===== src/rtl/lsu_pkg.sv =====
// Shared op codes, widths, FSM encoding and alignment helper for the load/store unit.
package lsu_pkg;

    localparam int unsigned LSU_OP_W   = 3;
    localparam int unsigned LSU_ADDR_W = 32;
    localparam int unsigned LSU_DATA_W = 32;
    localparam int unsigned LSU_RD_W   = 5;

    localparam logic [LSU_OP_W-1:0] OP_LB  = 3'd0;
    localparam logic [LSU_OP_W-1:0] OP_LBU = 3'd1;
    localparam logic [LSU_OP_W-1:0] OP_LH  = 3'd2;
    localparam logic [LSU_OP_W-1:0] OP_LHU = 3'd3;
    localparam logic [LSU_OP_W-1:0] OP_LW  = 3'd4;
    localparam logic [LSU_OP_W-1:0] OP_SB  = 3'd5;
    localparam logic [LSU_OP_W-1:0] OP_SH  = 3'd6;
    localparam logic [LSU_OP_W-1:0] OP_SW  = 3'd7;

    typedef enum logic [2:0] {
        ST_IDLE   = 3'd0,
        ST_LOAD   = 3'd1,
        ST_ST_WR  = 3'd2,
        ST_RMW_RD = 3'd3,
        ST_RMW_WR = 3'd4,
        ST_RESP   = 3'd5
    } lsu_state_t;

    // Halfword ops need addr[0]==0, word ops need addr[1:0]==0.
    function automatic logic is_misaligned(input logic [LSU_OP_W-1:0] op,
                                           input logic [1:0]          off);
        case (op)
            OP_LH, OP_LHU, OP_SH: return off[0];
            OP_LW, OP_SW:         return off != 2'b00;
            default:              return 1'b0;
        endcase
    endfunction

    function automatic logic is_store(input logic [LSU_OP_W-1:0] op);
        return op inside {OP_SB, OP_SH, OP_SW};
    endfunction

endpackage


===== src/rtl/lsu_align.sv =====
// Combinational byte lane logic: load extract/extend and sub-word store merge.
module lsu_align
    import lsu_pkg::*;
(
    input  logic [LSU_DATA_W-1:0] load_word,
    input  logic [LSU_DATA_W-1:0] store_old,
    input  logic [LSU_DATA_W-1:0] store_wdata,
    input  logic [1:0]            byte_off,
    input  logic [LSU_OP_W-1:0]   op,
    output logic [LSU_DATA_W-1:0] load_data_c,
    output logic [LSU_DATA_W-1:0] store_word_c
);

    logic [7:0]  load_byte;
    logic [15:0] load_half;

    assign load_byte = load_word[{byte_off, 3'b000} +: 8];
    assign load_half = load_word[{byte_off[1], 4'b0000} +: 16];

    always_comb begin
        load_data_c = load_word;
        case (op)
            OP_LB:   load_data_c = {{24{load_byte[7]}}, load_byte};
            OP_LBU:  load_data_c = {24'h0, load_byte};
            OP_LH:   load_data_c = {{16{load_half[15]}}, load_half};
            OP_LHU:  load_data_c = {16'h0, load_half};
            default: load_data_c = load_word;
        endcase
    end

    // Replace only the addressed lane; SW passes the store data straight through.
    always_comb begin
        store_word_c = store_old;
        case (op)
            OP_SB:   store_word_c[{byte_off, 3'b000} +: 8]     = store_wdata[7:0];
            OP_SH:   store_word_c[{byte_off[1], 4'b0000} +: 16] = store_wdata[15:0];
            default: store_word_c = store_wdata;
        endcase
    end

endmodule


===== src/rtl/load_store_unit.sv =====
// Memory-stage load/store front end over a word-only data memory.
module load_store_unit
    import lsu_pkg::*;
#(
    parameter int unsigned ADDR_W = LSU_ADDR_W,
    parameter int unsigned DATA_W = LSU_DATA_W
) (
    input  logic                clk,
    input  logic                rst,
    input  logic                req_valid,
    output logic                req_ready,
    input  logic [LSU_OP_W-1:0] req_op,
    input  logic [ADDR_W-1:0]   req_addr,
    input  logic [DATA_W-1:0]   req_wdata,
    input  logic [LSU_RD_W-1:0] req_rd,
    output logic                resp_valid,
    output logic [DATA_W-1:0]   resp_data,
    output logic [LSU_RD_W-1:0] resp_rd,
    output logic                misalign_exc,
    output logic [ADDR_W-1:0]   bad_addr,
    output logic [ADDR_W-1:0]   mem_access_addr,
    output logic [DATA_W-1:0]   mem_write_data,
    output logic                mem_write_en,
    output logic                mem_read,
    input  logic [DATA_W-1:0]   mem_read_data
);

    lsu_state_t            state;
    lsu_state_t            state_nxt;
    logic [LSU_OP_W-1:0]   op_q;
    logic [ADDR_W-1:0]     addr_q;
    logic [DATA_W-1:0]     wdata_q;
    logic [DATA_W-1:0]     merge_q;
    logic [LSU_RD_W-1:0]   rd_q;
    logic                  accept_c;
    logic                  misalign_c;
    logic [ADDR_W-1:0]     word_addr_c;
    logic [DATA_W-1:0]     load_data_c;
    logic [DATA_W-1:0]     store_word_c;

    assign req_ready   = (state == ST_IDLE) && rst;
    assign accept_c    = req_valid && req_ready;
    assign misalign_c  = is_misaligned(req_op, req_addr[1:0]);
    assign word_addr_c = {addr_q[ADDR_W-1:2], 2'b00};

    lsu_align u_align (
        .load_word    (mem_read_data),
        .store_old    (merge_q),
        .store_wdata  (wdata_q),
        .byte_off     (addr_q[1:0]),
        .op           (op_q),
        .load_data_c  (load_data_c),
        .store_word_c (store_word_c)
    );

    always_ff @(posedge clk) begin
        if (!rst) begin
            state <= ST_IDLE;
        end else begin
            state <= state_nxt;
        end
    end

    // Memory port is decoded from state and latched request only.
    always_comb begin
        state_nxt       = state;
        mem_read        = 1'b0;
        mem_write_en    = 1'b0;
        mem_access_addr = '0;
        mem_write_data  = '0;
        case (state)
            ST_IDLE: begin
                if (accept_c && !misalign_c) begin
                    if (req_op == OP_SW) begin
                        state_nxt = ST_ST_WR;
                    end else if (is_store(req_op)) begin
                        state_nxt = ST_RMW_RD;
                    end else begin
                        state_nxt = ST_LOAD;
                    end
                end
            end
            ST_LOAD: begin
                mem_read        = 1'b1;
                mem_access_addr = word_addr_c;
                state_nxt       = ST_RESP;
            end
            ST_ST_WR: begin
                mem_write_en    = 1'b1;
                mem_access_addr = word_addr_c;
                mem_write_data  = wdata_q;
                state_nxt       = ST_IDLE;
            end
            ST_RMW_RD: begin
                mem_read        = 1'b1;
                mem_access_addr = word_addr_c;
                state_nxt       = ST_RMW_WR;
            end
            ST_RMW_WR: begin
                mem_write_en    = 1'b1;
                mem_access_addr = word_addr_c;
                mem_write_data  = store_word_c;
                state_nxt       = ST_IDLE;
            end
            ST_RESP: begin
                state_nxt = ST_IDLE;
            end
            default: begin
                state_nxt = ST_IDLE;
            end
        endcase
        // A reset landing mid read-modify-write must never emit a partial word.
        if (!rst) begin
            mem_read     = 1'b0;
            mem_write_en = 1'b0;
        end
    end

    always_ff @(posedge clk) begin
        if (!rst) begin
            op_q         <= '0;
            addr_q       <= '0;
            wdata_q      <= '0;
            rd_q         <= '0;
            merge_q      <= '0;
            resp_valid   <= 1'b0;
            resp_data    <= '0;
            resp_rd      <= '0;
            misalign_exc <= 1'b0;
            bad_addr     <= '0;
        end else begin
            resp_valid   <= (state == ST_LOAD);
            misalign_exc <= accept_c && misalign_c;
            if (accept_c && misalign_c) begin
                bad_addr <= req_addr;
            end
            if (accept_c && !misalign_c) begin
                op_q    <= req_op;
                addr_q  <= req_addr;
                wdata_q <= req_wdata;
                rd_q    <= req_rd;
            end
            if (state == ST_LOAD) begin
                resp_data <= load_data_c;
                resp_rd   <= rd_q;
            end
            if (state == ST_RMW_RD) begin
                merge_q <= mem_read_data;
            end
        end
    end

endmodule


===== config.mk =====
export PLATFORM = sky130hd
export DESIGN_NAME = load_store_unit
export DESIGN_NICKNAME = d
export VERILOG_FILES = /design/src/rtl/lsu_pkg.sv /design/src/rtl/lsu_align.sv /design/src/rtl/load_store_unit.sv
export SDC_FILE = /design/constraint.sdc
export NUM_CORES = 1
export LEC_CHECK = 0
export CAP_MARGIN = 25
export CORE_MARGIN = 2
export CORE_UTILIZATION = 52
export DETAILED_ROUTE_END_ITERATION = 10
export GPL_TIMING_DRIVEN = 0
export MAX_ROUTING_LAYER = met4
export PLACE_DENSITY = 0.89
export RECOVER_POWER = 25
export SYNTH_ARGS = -nofsm -noshare
export SYNTH_HDL_FRONTEND = slang
export SYNTH_SLANG_ARGS = --single-unit

===== constraint.sdc =====
create_clock -name clk -period 4.15 [get_ports clk]
set_clock_uncertainty 0.2 [all_clocks]
set_input_delay 1.245 -clock clk [delete_from_list [all_inputs] [get_ports clk]]
set_output_delay 1.245 -clock clk [all_outputs]
set_load 0.02 [all_outputs]

==> results of run 1 <==
-- cell usage after synthesis, types with 2 or more instances --
cell	number	share of area [%]
buf_1	2	0.088
dfxtp_1	178	42
nor2_1	12	0.53
nand3_1	4	0.24
nor3b_1	6	0.53
buf_2	15	0.88
buf_8	4	0.71
clkbuf_1	59	2.6
and3_1	9	0.66
buf_6	6	0.79
a21boi_0	42	3.7
inv_1	4	0.18
a21oi_1	18	1.1
o2bb2ai_1	8	0.82
a21o_1	4	0.35
mux2i_1	63	7.4
o211ai_1	19	1.7
and2_1	34	2.5
o21ai_0	66	3.9
or2_2	3	0.22
o211a_1	2	0.24
a22oi_1	57	5.0
a221oi_1	4	0.41
nand2_1	285	13
nor4b_4	2	0.56
nand4_1	38	2.8
a221o_1	12	1.4
xnor2_1	2	0.21
nor3b_2	3	0.44
nor2b_1	5	0.37
o21a_1	3	0.26
ha_1	5	0.74
nand2b_1	5	0.37
o21bai_1	8	0.71
buf_4	7	0.62
nand4b_1	4	0.41
-- power by group --
part	switching [mW]	internal, mW	total (mW)
Combinational	0.376	0.300	0.676
Clock	0.731	1.02	1.75
Sequential	0.0660	1.79	1.86
Total	1.17	3.11	4.29
-- routing by layer --
metal	global-route usage (%)	wire length, µm	part of all wire (%)
met2	57.4	14800	47
met3	7.46	2540	8.1
met1	45.4	12900	41
met5	-	0	0
met4	12.7	960	3.1
-- area by class of cell --
type,count,area (µm²)
Buffer,92,495
Inverter,4,22.5
Fill cell,1221,4050
Sequential cell,178,3570
Multi-Input combinational cell,744,4500
Tap cell,216,270
Clock inverter,14,201
Timing Repair Buffer,249,2410
Clock buffer,18,429
-- per-stage QoR --
stage                     hold slack [ps]  utilization, %  worst slack (ps)  instances
final                                 254            74.6              30.1       1515
after global routing                  275            74.6             -98.8       1515
after CTS                             256            74.5             -16.7       1509
after detailed placement              248            70.3              -870       1477
after global placement                237            70.3              -843       1477
after floorplan                       230               -               691       1019
-- logic make-up (layout without fill, tap and decap cells) --
kind of cell / after synthesis / after routing
and+or+nand+nor: 419 / 419
AOI/OAI and AO/OA: 252 / 252
DFF: 178 / 178
buffers and inverters: 97 / 377
muxes: 64 / 64
adders and majority gates: 5 / 5
xor gates and xnor gates: 2 / 2
other: 1 / 2
-- flip-flops by register name, indices dropped and copies added, names as in the netlist --
name	count
merge_q	32
resp_valid	1
addr_q	32
op_q	3
resp_data	32
wdata_q	32
bad_addr	32
state	3
resp_rd	5
rd_q	5
misalign_exc	1
-- worst max-delay path: cells and delay by family (launching register included) --
family	cells	cell delay, ps
compound gates	2	320
fa+ha+maj	1	220
buf+inv	3	710
flops	1	370
simple gates	2	610
-- worst max path at each step --
stage / startpoint / to / slack (ps) / depth (start not counted)
6_report: addr_q[1] / mem_write_data[17] / 30 / 8
5_1_grt: addr_q[1] / mem_write_data[17] / -100 / 8
4_1_cts: addr_q[1] / mem_write_data[22] / -20 / 8
3_5_place_dp: rst / mem_write_en / -870 / 5
3_3_place_gp: rst / mem_write_en / -840 / 5
2_1_floorplan: rst / mem_write_en / 690 / 3
-- timing repair --
item	4_1_cts	5_1_grt
resized for setup	81	40
setup buffers	1	6
setup endpoints to repair	35	31
pin swaps	1	0
cloned	0	0
==> summary.txt, run 1 <==
Reg2Reg Depth: 6
largest net degree at the start of global routing: 17
hold_buf cts: 0
first-pass GRT wire length: 48,000 µm
CTS Buf Count: 17
worst-path cell chain: buf_6, clkinvlp_4, ha_1, and4bb_2, and3_1, a221oi_1, o21ai_0, dlygate4sd2_1
GRT Util Overall: 36.1%
WP data required: 2700 ps
Clock Latency Late Sink: 440 ps
initial cell density of the core: 53.4%
Post-synth EDFFs: 0
DR pass1 iterations: 5
flop2flop setup slack: 1600 ps
Max FO, Critical Path: 8
RSZ-0062 raised after global routing: true
die area: 17,400 µm²
vias in the first global route: 8,636
Max Clk Rate: 243 MHz
crit path DAT: 2670 ps
routability cong.: 0.927
Die W: 132 µm
Overflow after GRT: 0
Synth Area in XOR/XNOR: 0.206%
core area: 15,900 µm²
final setup TNS: 0 ps
sequential fraction of the synthesis area: 41.9%
Final Cycle Share: 99.3%
initial DRC count: 971
LEAKAGE: 4.39 nW
syn_area_per_cell: 8.36 µm²
worst hold stages: 2
vias per cell: 5.91
CP Class: register to output port
top-level I/O count: 245
drt wl/cell: 20.6 µm
Synth Cell Area: 8510 µm²
Setup crit end kind: output port
DRC errors left: 0
Diodes inserted: 0
placement row count: 46
Hold Vio Cnt, Final: 0
slowest cell delay on critical path: 380 ps
Root Buffer: clkbuf_16
Tmin final: 4120 ps
async set or reset register ratio after synthesis: 0%
post-DP HPWL: 23,600 µm
CTS H-tree depth: 4
synth warn: 0
Adder-Cell Fraction of Synth Area: 0.735%
Max Buffers Root-to-Sink: 2
most frequent cells in the layout: 285 x nand2_1, 185 x clkdlybuf4s50_1, 176 x dfxtp_1
Synth Area in Simple Gates: 23.1%
DP Area: 11,200 µm²
Final Cell Area: 11,900 µm²
pwr/cell area: 360 nW/µm²
Slowest cell on crit path: dlygate4sd2_1
Power Total: 4.29 mW
Slew Limit Fails: 0
Compound-Gate Fraction of Synth Area: 20.6%
Worst IR Drop VDD: 298 µV
commonest non-fill, non-tap cell in the layout: nand2_1
largest family of logic cells by synthesized area: simple AND/OR/NAND/NOR gates
worst slew pin tran: 768 ps
Final ANT Viol Nets: 0
max-cap violations: 0
fraction of layout cells with a size suffix above 1: 9.24%
Worst Hold Path EP: addr_q[31]
fin nets: 1,398
mux contribution to synthesized area: 7.54%
number of setup violations in the final report: 0
final wirelength: 31,200 µm
worst r2r src: addr_q[1]
outcome: completed
Synth Flop Type: dfxtp_1
count of different cell masters after synthesis: 56
Clock Pin Slew Worst Setup and Hold Paths: 70 ps
reg2reg end: resp_data[29]
initial antenna violation count: 0
worst min path class: register to register
Post-Synthesis Cells: 1,018
Worst Setup Start Kind: register
area grow syn2layout: 39.8%
worst rel slew slack: 48.6%
total number of vias: 8,958
Sink Count: 178
IO buf count: 242
HP Start: addr_q[31]
post-synthesis register bit count: 178
TritonCTS clock tree: yes
die height: 132 µm
Power figures use the tool's default switching activity.
==> run 2: changes to the inputs <==
Settings changed: CORE_ASPECT_RATIO set to 2, SKIP_LAST_GASP set to 1.
==> run 2 against run 1 <==
Register-to-register slack improved by 220 ps. Fmax fell by 1.6%. Critical endpoint is now mem_write_en. Largest power group unchanged. Die area rose by 0.36%. Highest routed layer unchanged. Power fell by 3.0%. Sequential share of layout area rose by 0.29 points. Via count fell by 1.1%. Cell count fell by 0.99%. First-iteration DRC count fell by 41%. The run now ends with negative setup slack left. Non-clock buffer count fell by 5. Core utilization fell by 1.8 points. Final area fell by 0.98%. Count of clock-buffer cells in the layout rose by 2.
==> summary.txt, run 2 (synthesis gave the netlist of run 1 again) <==
Slew Limit Fails: 0
WP data required: 2700 ps
Final ANT Viol Nets: 0
Die W: 94.5 µm
Final Cycle Share: 101%
Tmin final: 4190 ps
delay-heaviest family, CP: buffers and inverters
DR pass1 iterations: 7
DP Area: 11,200 µm²
final wirelength: 31,300 µm
die height: 185 µm
Power Total: 4.16 mW
Worst IR Drop VDD: 392 µV
initial cell density of the core: 52.6%
commonest non-fill, non-tap cell in the layout: nand2_1
vias per cell: 5.91
Clock Latency Late Sink: 450 ps
WHS: 252 ps
worst-path cell chain: clkdlybuf4s25_1, clkbuf_16, o21a_1, clkdlybuf4s50_1
Clock Pin Slew Worst Setup and Hold Paths: 60 ps
final worst-path setup slack: -38.8 ps
pwr/cell area: 353 nW/µm²
failing checks: negative setup slack
Overflow after GRT: 0
DRC errors left: 0
outcome: finished with violations
hold_buf cts: 0
CTS Buf Count: 17
top-level I/O count: 245
crit path DAT: 2740 ps
worst slew pin tran: 866 ps
Slowest cell on crit path: clkdlybuf4s50_1
first-pass GRT wire length: 47,100 µm
initial antenna violation count: 1
placement row count: 66
TritonCTS clock tree: yes
GRT Util Overall: 37.0%
CTS H-tree depth: 4
die area: 17,500 µm²
number of setup violations in the final report: 1
Max FO, Critical Path: 19
Hold Vio Cnt, Final: 0
max-cap violations: 0
largest net degree at the start of global routing: 20
most frequent cells in the layout: 285 x nand2_1, 184 x clkdlybuf4s50_1, 177 x dfxtp_1
RSZ-0062 raised after global routing: true
routability cong.: 1.05
Setup crit end kind: output port
post-DP HPWL: 23,800 µm
buffer and inverter count on the worst path: 3
Max Clk Rate: 239 MHz
vias in the first global route: 8,913
slowest cell delay on critical path: 610 ps
worst min path class: register to register
Sink Count: 178
initial DRC count: 573
IO buf count: 242
CP Class: primary input to output port
fin nets: 1,393
area grow syn2layout: 38.4%
Final Cell Area: 11,800 µm²
total number of vias: 8,862
LEAKAGE: 4.37 nW
Layout Utilization: 72.8%
Root Buffer: clkbuf_16
drt wl/cell: 20.9 µm
fraction of layout cells with a size suffix above 1: 9.05%
worst rel slew slack: 42.3%
core area: 16,200 µm²
Worst Setup Start Kind: primary input
pre-CTS setup slack: -1100 ps
Max Buffers Root-to-Sink: 2
-- run 2: cell count changes in the layout (fill, tap and decap cells not counted), sizes merged --
cell / delta
clkinv: +1
bufinv: -2
clkdlybuf4s25: +1
dlygate4sd3: +3
diode: +3
inv: -2
clkdlybuf4s15: -9
dlygate4sd2: -1
clkbuf: +13
dlygate4sd1: +1
clkdlybuf4s50: -1
buf: -10
-- run 2: metal layers --
metal | routed length, µm | track usage, %
met3 | 1920 | 6.96
met2 | 16100 | 63.8
met4 | 3060 | 30.9
met5 | 0 | -
met1 | 10200 | 34.5
-- run 2: worst paths after layout --
kind / start / endpoint / slack [ps] / cells past startpoint
max: rst / mem_write_en / -40 / 4
min: resp_data[10] / resp_data[10] / 250 / 2
max reg2reg: addr_q[1] / resp_data[30] / 1820 / 6
min reg2reg: resp_data[10] / resp_data[10] / 250 / 2
-- run 2: through the flow --
stage               setup TNS (ps)  instances
floorplan                        0       1019
global placement             -6170       1465
detailed placement           -6370       1465
CTS                           -133       1497
global route                  -277       1498
finish                       -38.8       1500
-- run 2: final cells by class --
type / count / area [µm²]
Antenna cell: 3 / 7.51
Buffer: 91 / 503
Clock buffer: 20 / 457
Clock inverter: 11 / 129
Fill cell: 1277 / 4410
Inverter: 4 / 18.8
Multi-Input combinational cell: 744 / 4510
Sequential cell: 178 / 3570
Tap cell: 204 / 255
Timing Repair Buffer: 245 / 2330
-- run 2: report_power, final --
part	total (mW)	internal, mW	switching, mW
registers	1.86	1.79	0.0687
clock network	1.62	0.919	0.700
logic	0.675	0.301	0.374
total	4.16	3.01	1.14
-- run 2: worst min-delay path, cell delays in order (launching register included) --
cell     delay (ps)
dfxtp_1         300
nand2_1          50
a22oi_1          50
-- run 2: timing repair --
item | in CTS | in global routing
gates cloned | 0 | 0
buffers inserted | 3 | 0
endpoints found under the setup margin | 36 | 29
pin swaps | 2 | 0
gates resized for setup | 51 | 53
